### src/rtl/timer_arbiter_pkg.sv
// Shared types and helpers for timer_arbiter; the arbitration mode is chosen in
// timer_arbiter by TIMER_ARB_FIXED_PRIO_EN.
package timer_arb_pkg;

  typedef enum logic [1:0] {IDLE, RUN, DONE} state_t;

  localparam int unsigned DEFAULT_TICKS_PER_UNIT = 200_000_000;
  localparam int unsigned MAX_REQ = 8;

  // One-hot of the first set bit strictly after ptr, searching circularly over n bits.
  function automatic logic [MAX_REQ-1:0] rr_pick(input logic [MAX_REQ-1:0] req,
                                                 input logic [2:0] ptr,
                                                 input int unsigned n);
    logic [MAX_REQ-1:0] sel;
    logic [2:0] idx;
    sel = '0;
    for (int unsigned i = 1; i <= MAX_REQ; i++) begin
      idx = 3'((32'(ptr) + i) % n);
      if (i <= n && sel == '0 && req[idx]) sel[idx] = 1'b1;
    end
    return sel;
  endfunction

endpackage

### src/rtl/timer_arbiter_unit_counter.sv
// Tick counter for one duration unit; pulses wrap on its last tick while enabled.
module unit_counter
  import timer_arb_pkg::*;
#(
  parameter int unsigned TICKS_PER_UNIT = DEFAULT_TICKS_PER_UNIT
) (
  input  logic clock,
  input  logic reset_n,
  input  logic clear,
  input  logic enable,
  output logic wrap
);
  localparam int unsigned CW = (TICKS_PER_UNIT > 1) ? $clog2(TICKS_PER_UNIT) : 1;
  localparam logic [CW-1:0] LAST = CW'(TICKS_PER_UNIT - 1);

  logic [CW-1:0] count_reg;

  assign wrap = enable && (count_reg == LAST);

  always_ff @(posedge clock) begin
    if (!reset_n || clear) begin
      count_reg <= '0;
    end else if (enable) begin
      count_reg <= wrap ? '0 : count_reg + 1'b1;
    end
  end

endmodule

### src/rtl/timer_arbiter.sv
// Shares one interval timer among NUM_REQ requesters; round-robin by default,
// fixed lowest-index priority when TIMER_ARB_FIXED_PRIO_EN is defined.
module timer_arbiter
  import timer_arb_pkg::*;
#(
  parameter int unsigned NUM_REQ        = 4,
  parameter int unsigned TICKS_PER_UNIT = DEFAULT_TICKS_PER_UNIT,
  parameter int unsigned DUR_W          = 4
) (
  input  logic                     clock,
  input  logic                     reset_n,
  input  logic [NUM_REQ-1:0]       req,
  input  logic [NUM_REQ*DUR_W-1:0] dur,
  output logic [NUM_REQ-1:0]       grant,
  output logic [NUM_REQ-1:0]       done,
  output logic                     busy
);
  localparam int unsigned IW = $clog2(NUM_REQ);

  state_t             state_reg;
  logic [IW-1:0]      win_reg;
  logic [IW-1:0]      ptr_reg;
  logic [IW-1:0]      pick_idx;
  logic [DUR_W-1:0]   units_left_reg;
  logic [DUR_W-1:0]   pick_dur;
  logic [DUR_W-1:0]   dur_field [NUM_REQ];
  logic [MAX_REQ-1:0] pick_onehot;
  logic [2:0]         search_ptr;
  logic               wrap;

  for (genvar gi = 0; gi < NUM_REQ; gi++) begin : g_dur
    assign dur_field[gi] = dur[gi*DUR_W +: DUR_W];
  end

`ifdef TIMER_ARB_FIXED_PRIO_EN
  // Searching after the last index makes index 0 the first candidate every time.
  assign search_ptr = 3'(NUM_REQ - 1);
`else
  assign search_ptr = 3'(ptr_reg);
`endif

  assign pick_onehot = rr_pick(MAX_REQ'(req), search_ptr, NUM_REQ);

  always_comb begin
    pick_idx = '0;
    for (int i = 0; i < MAX_REQ; i++) begin
      if (pick_onehot[i]) pick_idx = IW'(i);
    end
  end

  assign pick_dur = dur_field[pick_idx];

  unit_counter #(.TICKS_PER_UNIT(TICKS_PER_UNIT)) u_unit_counter (
    .clock  (clock),
    .reset_n(reset_n),
    .clear  (state_reg != RUN),
    .enable (state_reg == RUN),
    .wrap   (wrap)
  );

  always_ff @(posedge clock) begin
    if (!reset_n) begin
      state_reg      <= IDLE;
      grant          <= '0;
      done           <= '0;
      busy           <= 1'b0;
      units_left_reg <= '0;
      win_reg        <= '0;
      ptr_reg        <= IW'(NUM_REQ - 1);
    end else begin
      done <= '0;
      case (state_reg)
        IDLE: begin
          if (|req) begin
            state_reg      <= RUN;
            win_reg        <= pick_idx;
            grant          <= NUM_REQ'(1) << pick_idx;
            busy           <= 1'b1;
            units_left_reg <= (pick_dur == '0) ? DUR_W'(1) : pick_dur;
          end
        end
        RUN: begin
          // A dropped request wins over a completion in the same cycle.
          if (!req[win_reg]) begin
            state_reg <= IDLE;
            grant     <= '0;
            busy      <= 1'b0;
            ptr_reg   <= win_reg;
          end else if (wrap) begin
            units_left_reg <= units_left_reg - 1'b1;
            if (units_left_reg == DUR_W'(1)) begin
              state_reg <= DONE;
              grant     <= '0;
              done      <= grant;
              ptr_reg   <= win_reg;
            end
          end
        end
        DONE: begin
          state_reg <= IDLE;
          busy      <= 1'b0;
        end
        default: begin
          state_reg <= IDLE;
          grant     <= '0;
          busy      <= 1'b0;
        end
      endcase
    end
  end

endmodule

### config.mk
export PLATFORM = sky130hd
export DESIGN_NAME = timer_arbiter
export DESIGN_NICKNAME = d
export VERILOG_FILES = /design/src/rtl/timer_arbiter_pkg.sv /design/src/rtl/timer_arbiter_unit_counter.sv /design/src/rtl/timer_arbiter.sv
export SDC_FILE = /design/constraint.sdc
export NUM_CORES = 1
export LEC_CHECK = 0
export ABC_AREA = 0
export CAP_MARGIN = 10
export CORE_ASPECT_RATIO = 1.5
export CORE_MARGIN = 5
export CORE_UTILIZATION = 50
export DETAILED_ROUTE_END_ITERATION = 10
export PLACE_DENSITY = 0.75
export SKIP_LAST_GASP = 1
export SLEW_MARGIN = 10
export SYNTH_ARGS = -nofsm -noshare
export SYNTH_HDL_FRONTEND = slang
export SYNTH_SLANG_ARGS = --single-unit
### constraint.sdc
create_clock -name clock -period 3.5 [get_ports clock]
set_clock_uncertainty 0.2 [all_clocks]
set_input_delay 0.525 -clock clock [delete_from_list [all_inputs] [get_ports clock]]
set_output_delay 0.525 -clock clock [all_outputs]
set_load 0.1 [all_outputs]
======== After elaboration in Yosys (flattened, before gate mapping) ========
Index checks and enable logic that the tools add are counted.
W data, S select, Z words.
word-level totals
  bits in registers ....................... 47
  input bits .............................. 22
  output and inout bits ................... 9
  word-level logic and storage cells ...... 121
operators by class
  add/subtract/negate cells ............... 6
  order comparisons ....................... 10
  equality and inequality tests ........... 13
  shift-type cells ........................ 1
  muxes and demuxes ....................... 54
  bitwise logic cells ..................... 5
  reduce and logical (&&, ||, !) cells .... 24
operators with widths
  cell                     number
  $mux W4                  11
  $add A28 B1 Y28 const B  1
  $eq A28 B28 Y1 const B   1
  $mux W28                 1
  $mux W2                  13
  $logic_not A8 Y1         3
  $mux W8                  3
  $lt A2 B4 Y1 const B     4
  $or A8 B4 Y8             2
  $mux W1                  12
  $pmux W4 S3              1
  $bmux W1 S2              5
  $bmux W4 S2              1
  $demux W1 S2             4
  $ge A2 B1 Y1 const B     4
  $logic_and A1 B1 Y1      8
  $ne A2 B2 Y1 const B     4
  $pmux W4 S2              1
  $reduce_and A4 Y1        2
  $ne A2 B1 Y1 const B     3
  $ne A3 B3 Y1 const B     2
  $reduce_and A3 Y1        2
  $reduce_and A5 Y1        1
  $add A2 B1 Y2 const B    2
  20 further kinds         22

======== Depth between registers and ports, before layout ========
  word-level depth ........................ 30
  mapped depth ............................ 13
  mapped depth without buffers ............ 11

======== Hierarchy ========
A second synthesis with hierarchy kept.
second synthesis, totals
  cells, all modules ...................... 349
  area, all modules ....................... 3002.9 sq um
modules (own cells, without submodules)
  module         times used  cells an instance  area each (sq um)  seq. area each (sq um)
  unit_counter   1           180                1519.0             560.5
  timer_arbiter  1           169                1483.9             380.4

======== Worst setup path before layout ========
Ideal clock, no wire load.
  path kind ............................... register -> register
  start ................................... register ptr_reg[0]
  end ..................................... register units_left_reg[0]
  library setup time ...................... 122 ps
  arrival time ............................ 3305 ps
  required time ........................... 3178 ps
  path slack .............................. -127 ps
  cell stages (with the launch flop) ...... 13
  buffers on the path ..................... 1
  clock period less this slack ............ 3627 ps
  path through ............................ dfxtp_1 -> inv_1 -> ha_1 -> mux4_2 -> buf_4 -> and2_1 -> o211a_1 -> and4bb_4 -> a31oi_4 -> nor2_1 -> o311a_1 -> and4_1 -> o311a_1
between the ends
  longest elaborated chain between the ends .. 30
  elaborated cells between the ends (all ways) .. 60
  those cells by class .................... 4 x add/sub; 8 x order compare; 33 x mux; 4 x bitwise; 11 x reduce/logical
RTL lines
  item                                                                line                     source
  from (decl)                                                         timer_arbiter.sv:22      logic [IW-1:0] ptr_reg;
  from (signal assigned)                                              timer_arbiter.sv:69      ptr_reg <= IW'(NUM_REQ - 1);
  from (signal assigned)                                              timer_arbiter.sv:88      ptr_reg <= win_reg;
  from (signal assigned)                                              timer_arbiter.sv:95      ptr_reg <= win_reg;
  $add A2 B1 Y2                                                       timer_arbiter_pkg.sv:18  idx = 3'((32'(ptr) + i) % n);
  $lt A2 B4 Y1 (not written as such) or $ge A2 B1 Y1 (tied branches)  timer_arbiter_pkg.sv:19  if (i <= n && sel == '0 && req[idx]) sel[idx] = 1'b1;
  $logic_and A1 B1 Y1 (not written as such)                           timer_arbiter_pkg.sv:19
  $mux W1 (not written as such)                                       timer_arbiter_pkg.sv:19
  $demux W1 S2                                                        timer_arbiter_pkg.sv:19
  $mux W4                                                             timer_arbiter_pkg.sv:19
  $logic_not A8 Y1                                                    timer_arbiter_pkg.sv:19
  $logic_and A1 B1 Y1                                                 timer_arbiter_pkg.sv:19
  [... 13 more ...]                                                   --
  $mux W2 *                                                           timer_arbiter.sv:47      if (pick_onehot[i]) pick_idx = IW'(i);
  $not A2 Y3 (not written as such) *                                  timer_arbiter.sv:51      assign pick_dur = dur_field[pick_idx];
  $bmux W4 S2 *                                                       timer_arbiter.sv:51
  $mux W4 (not written as such) * (2 in a row)                        timer_arbiter.sv:51
  $logic_not A4 Y1                                                    timer_arbiter.sv:79      units_left_reg <= (pick_dur == '0) ? DUR_W'(1) : pick_dur;
  $mux W4 *                                                           timer_arbiter.sv:79
  $mux W4 *                                                           timer_arbiter.sv:74      if (|req) begin
  $pmux W4 S2 *                                                       timer_arbiter.sv:72      case (state_reg)
  to (signal assigned)                                                timer_arbiter.sv:79
  to (signal assigned)                                                timer_arbiter.sv:90      units_left_reg <= units_left_reg - 1'b1;
  to (decl)                                                           timer_arbiter.sv:24      logic [DUR_W-1:0] units_left_reg;
Every way passes the cells marked *; elsewhere a longest branch is shown, timed or not. The select of a mux whose other input is x is not followed.
A chain may end at the register's enable or synchronous reset.

======== Worst setup path in the final report ========
  start ................................... register ptr_reg[1]
  end ..................................... register units_left_reg[0]
The elaborated chain is that of the path after synthesis.

==> metrics.txt <==
number of DRC markers after the initial detailed-route iteration 134; cell area after technology mapping approximately 2700 sq um; post-synthesis cell count approximately 310; clock-pin slew on the worst setup and hold paths roughly 90 ps; Design Area, Final 3450 sq um; Final Cycle Share 0.971; result of the run complete, no violations; Maximum Capacitance Violations 0; Placed Instance Area approximately 3200 sq um; Die Y about 100 microns; relative max-transition margin 0.349; average size of a mapped cell just under 9 sq um; layout-stage area growth over the synthesis result 28.7%; source of the worst register-to-register timing path ptr_reg[1]; fin crit period 3400 ps; most common cell in the synthesized netlist dfxtp_1; count of flip-flops with a built-in enable after synthesis 0; maximum achievable frequency 294 MHz; final-report setup violation count 0; placement row count 32; capture point of the worst reg-to-reg path units_left_reg[0]; routed wire length 6520 microns; fraction of the mapped netlist area in simple logic gates 0.272; synth cell count leaders 47 x dfxtp_1, 45 x nor2_1, 26 x nand2_1, 18 x xor2_1, 12 x nor2b_1; type of the setup path with the least slack reg2reg; Main synth FF type dfxtp_1; maximum fanout count along the critical path 5; pin count of the biggest net entering global routing 29; full die area 6960 sq um; total count of hold-check failures in the final report 0; Crit. Startpoint ptr_reg[1]; Std-Cell Core Area 5160 sq um; global router's overall resource usage 0.188; n_diodes 0; end point of the critical path units_left_reg[0]; vias after detailed routing about 2400; arrival time worst endpoint about 3400 ps; worst slack, placed -151 ps; Compound-Gate Fraction of Synth Area 0.157; number of vias per cell 5.56; Max clock buf depth 2; Min-Delay Startpoint u_unit_counter.count_reg[0]; horizontal die dimension 69.8 microns; number of levels in the clock H-tree 2; share of cells above drive strength 1 0.191; maximum resistive drop on vdd 0.321 mV; kind of end point of the critical path flop; Critical Path Slowest Stage Cell or4_4; number of buffers created by CTS 5; Synth cell types 54; routed length per placed instance between 15 and 20 microns; xor/xnor cell area share of the yosys netlist 0.0784; first-pass GRT wire length 10700 microns; Critical Path Source Type flop; initial cell density of the core 0.519; placed wire-length estimate after detailed placement 4780 microns; final worst-path setup slack roughly 100 ps; leading post-synthesis cells by cell area dfxtp_1 35%, nor2_1 6.3%, xor2_1 5.9%; share of Yosys cell area claimed by the top area cell type 0.351; Largest register FFs 28; largest family of logic cells by synthesized area simple AND/OR/NAND/NOR gates; Seq cells post-synth between 40 and 50; async set-reset flop share out of synthesis 0; critical path, cell by cell buf_4 > ha_1 > or4_4 > and2_1 > o211a_1 > and4_1 > o211ai_1 > and2_4 > mux2i_1 > a211oi_1 > o311a_1; critical path's largest stage delay a little under 600 ps; number of detailed-route iterations in the first pass 4; number of max-slew violations in the final report 0; P_leak between 0.001 and 0.0015 uW; buffers added on ports 30; number of antenna violations at the first check in global routing 0; Least-Margin Pin Slew 973 ps; number of remaining DRC errors 0; flop-to-flop setup slack 100 ps; Hold WS between 200 and 300 ps; Skew-Pair Late Insertion Delay 300 ps; required time of the critical path approximately 3500 ps; synthesized net count ~340; number of nets in the layout around 400; share of synthesized area spent on multiplexers 0.0635; buffer type at the clock tree root clkbuf_8; Sum Neg Setup Slack 0 ps; antenna violation net count after detailed routing 0; part of the Yosys area used for sequential elements 0.351; weighted congestion reported at the end of routability-driven placement around 0.86; via count of the first global-routing pass about 2500; power per standard cell area 519 nW/um^2; cell type with the highest aggregate area in the netlist dfxtp_1; path category of the worst min-delay check reg2reg; Worst R2R Path Depth 11; final core utilization 0.668; total congestion overflow after global routing 0; count of pins on the block boundary 31; TritonCTS clock tree built; count of clock tree sinks 47; Yosys warning count 0; synthesized-area fraction occupied by adder cells 0.0513
[final cells by class]
type,instances,area (sq um)
timing repair buffer,59,536
inverter,10,40.0
tap,68,85.1
clock buffer,8,100
sequential,47,946
multi-input combinational,242,1740
fill,426,1710
[repair_timing]
| item | CTS | global route |
|---|---|---|
| gates resized for setup | 1 | 26 |
| hold buffers | 0 | 0 |
| buffers inserted | 0 | 6 |
| pin swaps | 0 | 15 |
| setup endpoints to repair | 1 | 3 |
[layer usage]
metal | GRT usage | routed length, microns | vias up
met1 | 0.186 | 2500 | 1155
met5 | 0 | 0 | -
li1 | - | - | 1193
met4 | 0.0826 | 180 | 0
met2 | 0.370 | 3620 | 46
met3 | 0.0374 | 222 | 17
[power by group]
group / internal (uW) / switching (uW) / total (uW) / leakage, uW
Sequential: 574 / 34.1 / 608 / 0.000381
Combinational: 392 / 434 / 826 / 0.000902
Clock: 180 / 176 / 357 / 0.0000515
[critical path: cells and delay by family (launching register included)]
kind	cells	cell delay, ps
compound gates	4	950
fa+ha+maj	1	240
buf+inv	1	140
flops	1	350
mux	1	210
simple gates	4	1210
[cell usage in the layout (no fill, tap or decap), drive strengths merged, types with 8 or more instances in the layout]
| cell type | netlist | final |
|---|---|---|
| nor2 | 45 | 45 |
| inv | 10 | 10 |
| nor2b | 12 | 12 |
| a21oi | 11 | 11 |
| clkdlybuf4s50 | 0 | 28 |
| xor2 | 18 | 18 |
| nand3 | 9 | 9 |
| buf | 2 | 29 |
| ha | 11 | 11 |
| dfxtp | 47 | 47 |
| o21ai | 10 | 10 |
| nand2 | 26 | 26 |
| clkbuf | 5 | 8 |
| and2 | 11 | 11 |
[worst min path at each step]
stage / to / slack, ps / cells past startpoint
6_report: u_unit_counter.count_reg[0] / 260 / 1
3_5_place_dp: u_unit_counter.count_reg[0] / 240 / 1
2_1_floorplan: u_unit_counter.count_reg[0] / 220 / 1
4_1_cts: u_unit_counter.count_reg[0] / 260 / 1
5_1_grt: u_unit_counter.count_reg[0] / 260 / 1
3_3_place_gp: u_unit_counter.count_reg[0] / 230 / 1
[through the flow]
step           total power [uW]  std cells
2_1_floorplan              1120        306
3_3_place_gp               1330        420
3_5_place_dp               1340        420
4_1_cts                    1710        428
5_1_grt                    1890        434
6_report                   1790        434
[cells by family (layout without fill, tap and decap cells)]
logic type               count (synthesis)  count (layout)
buffers and inverters                   17              77
multiplexers                            10              10
AND/OR/NAND/NOR                        143             143
AO/OA/AOI/OAI                           54              54
adder cells (fa/ha/maj)                 11              11
flip-flops                              47              47
XOR/XNOR                                24              24
No activity file was read; power rests on OpenSTA's default activity.
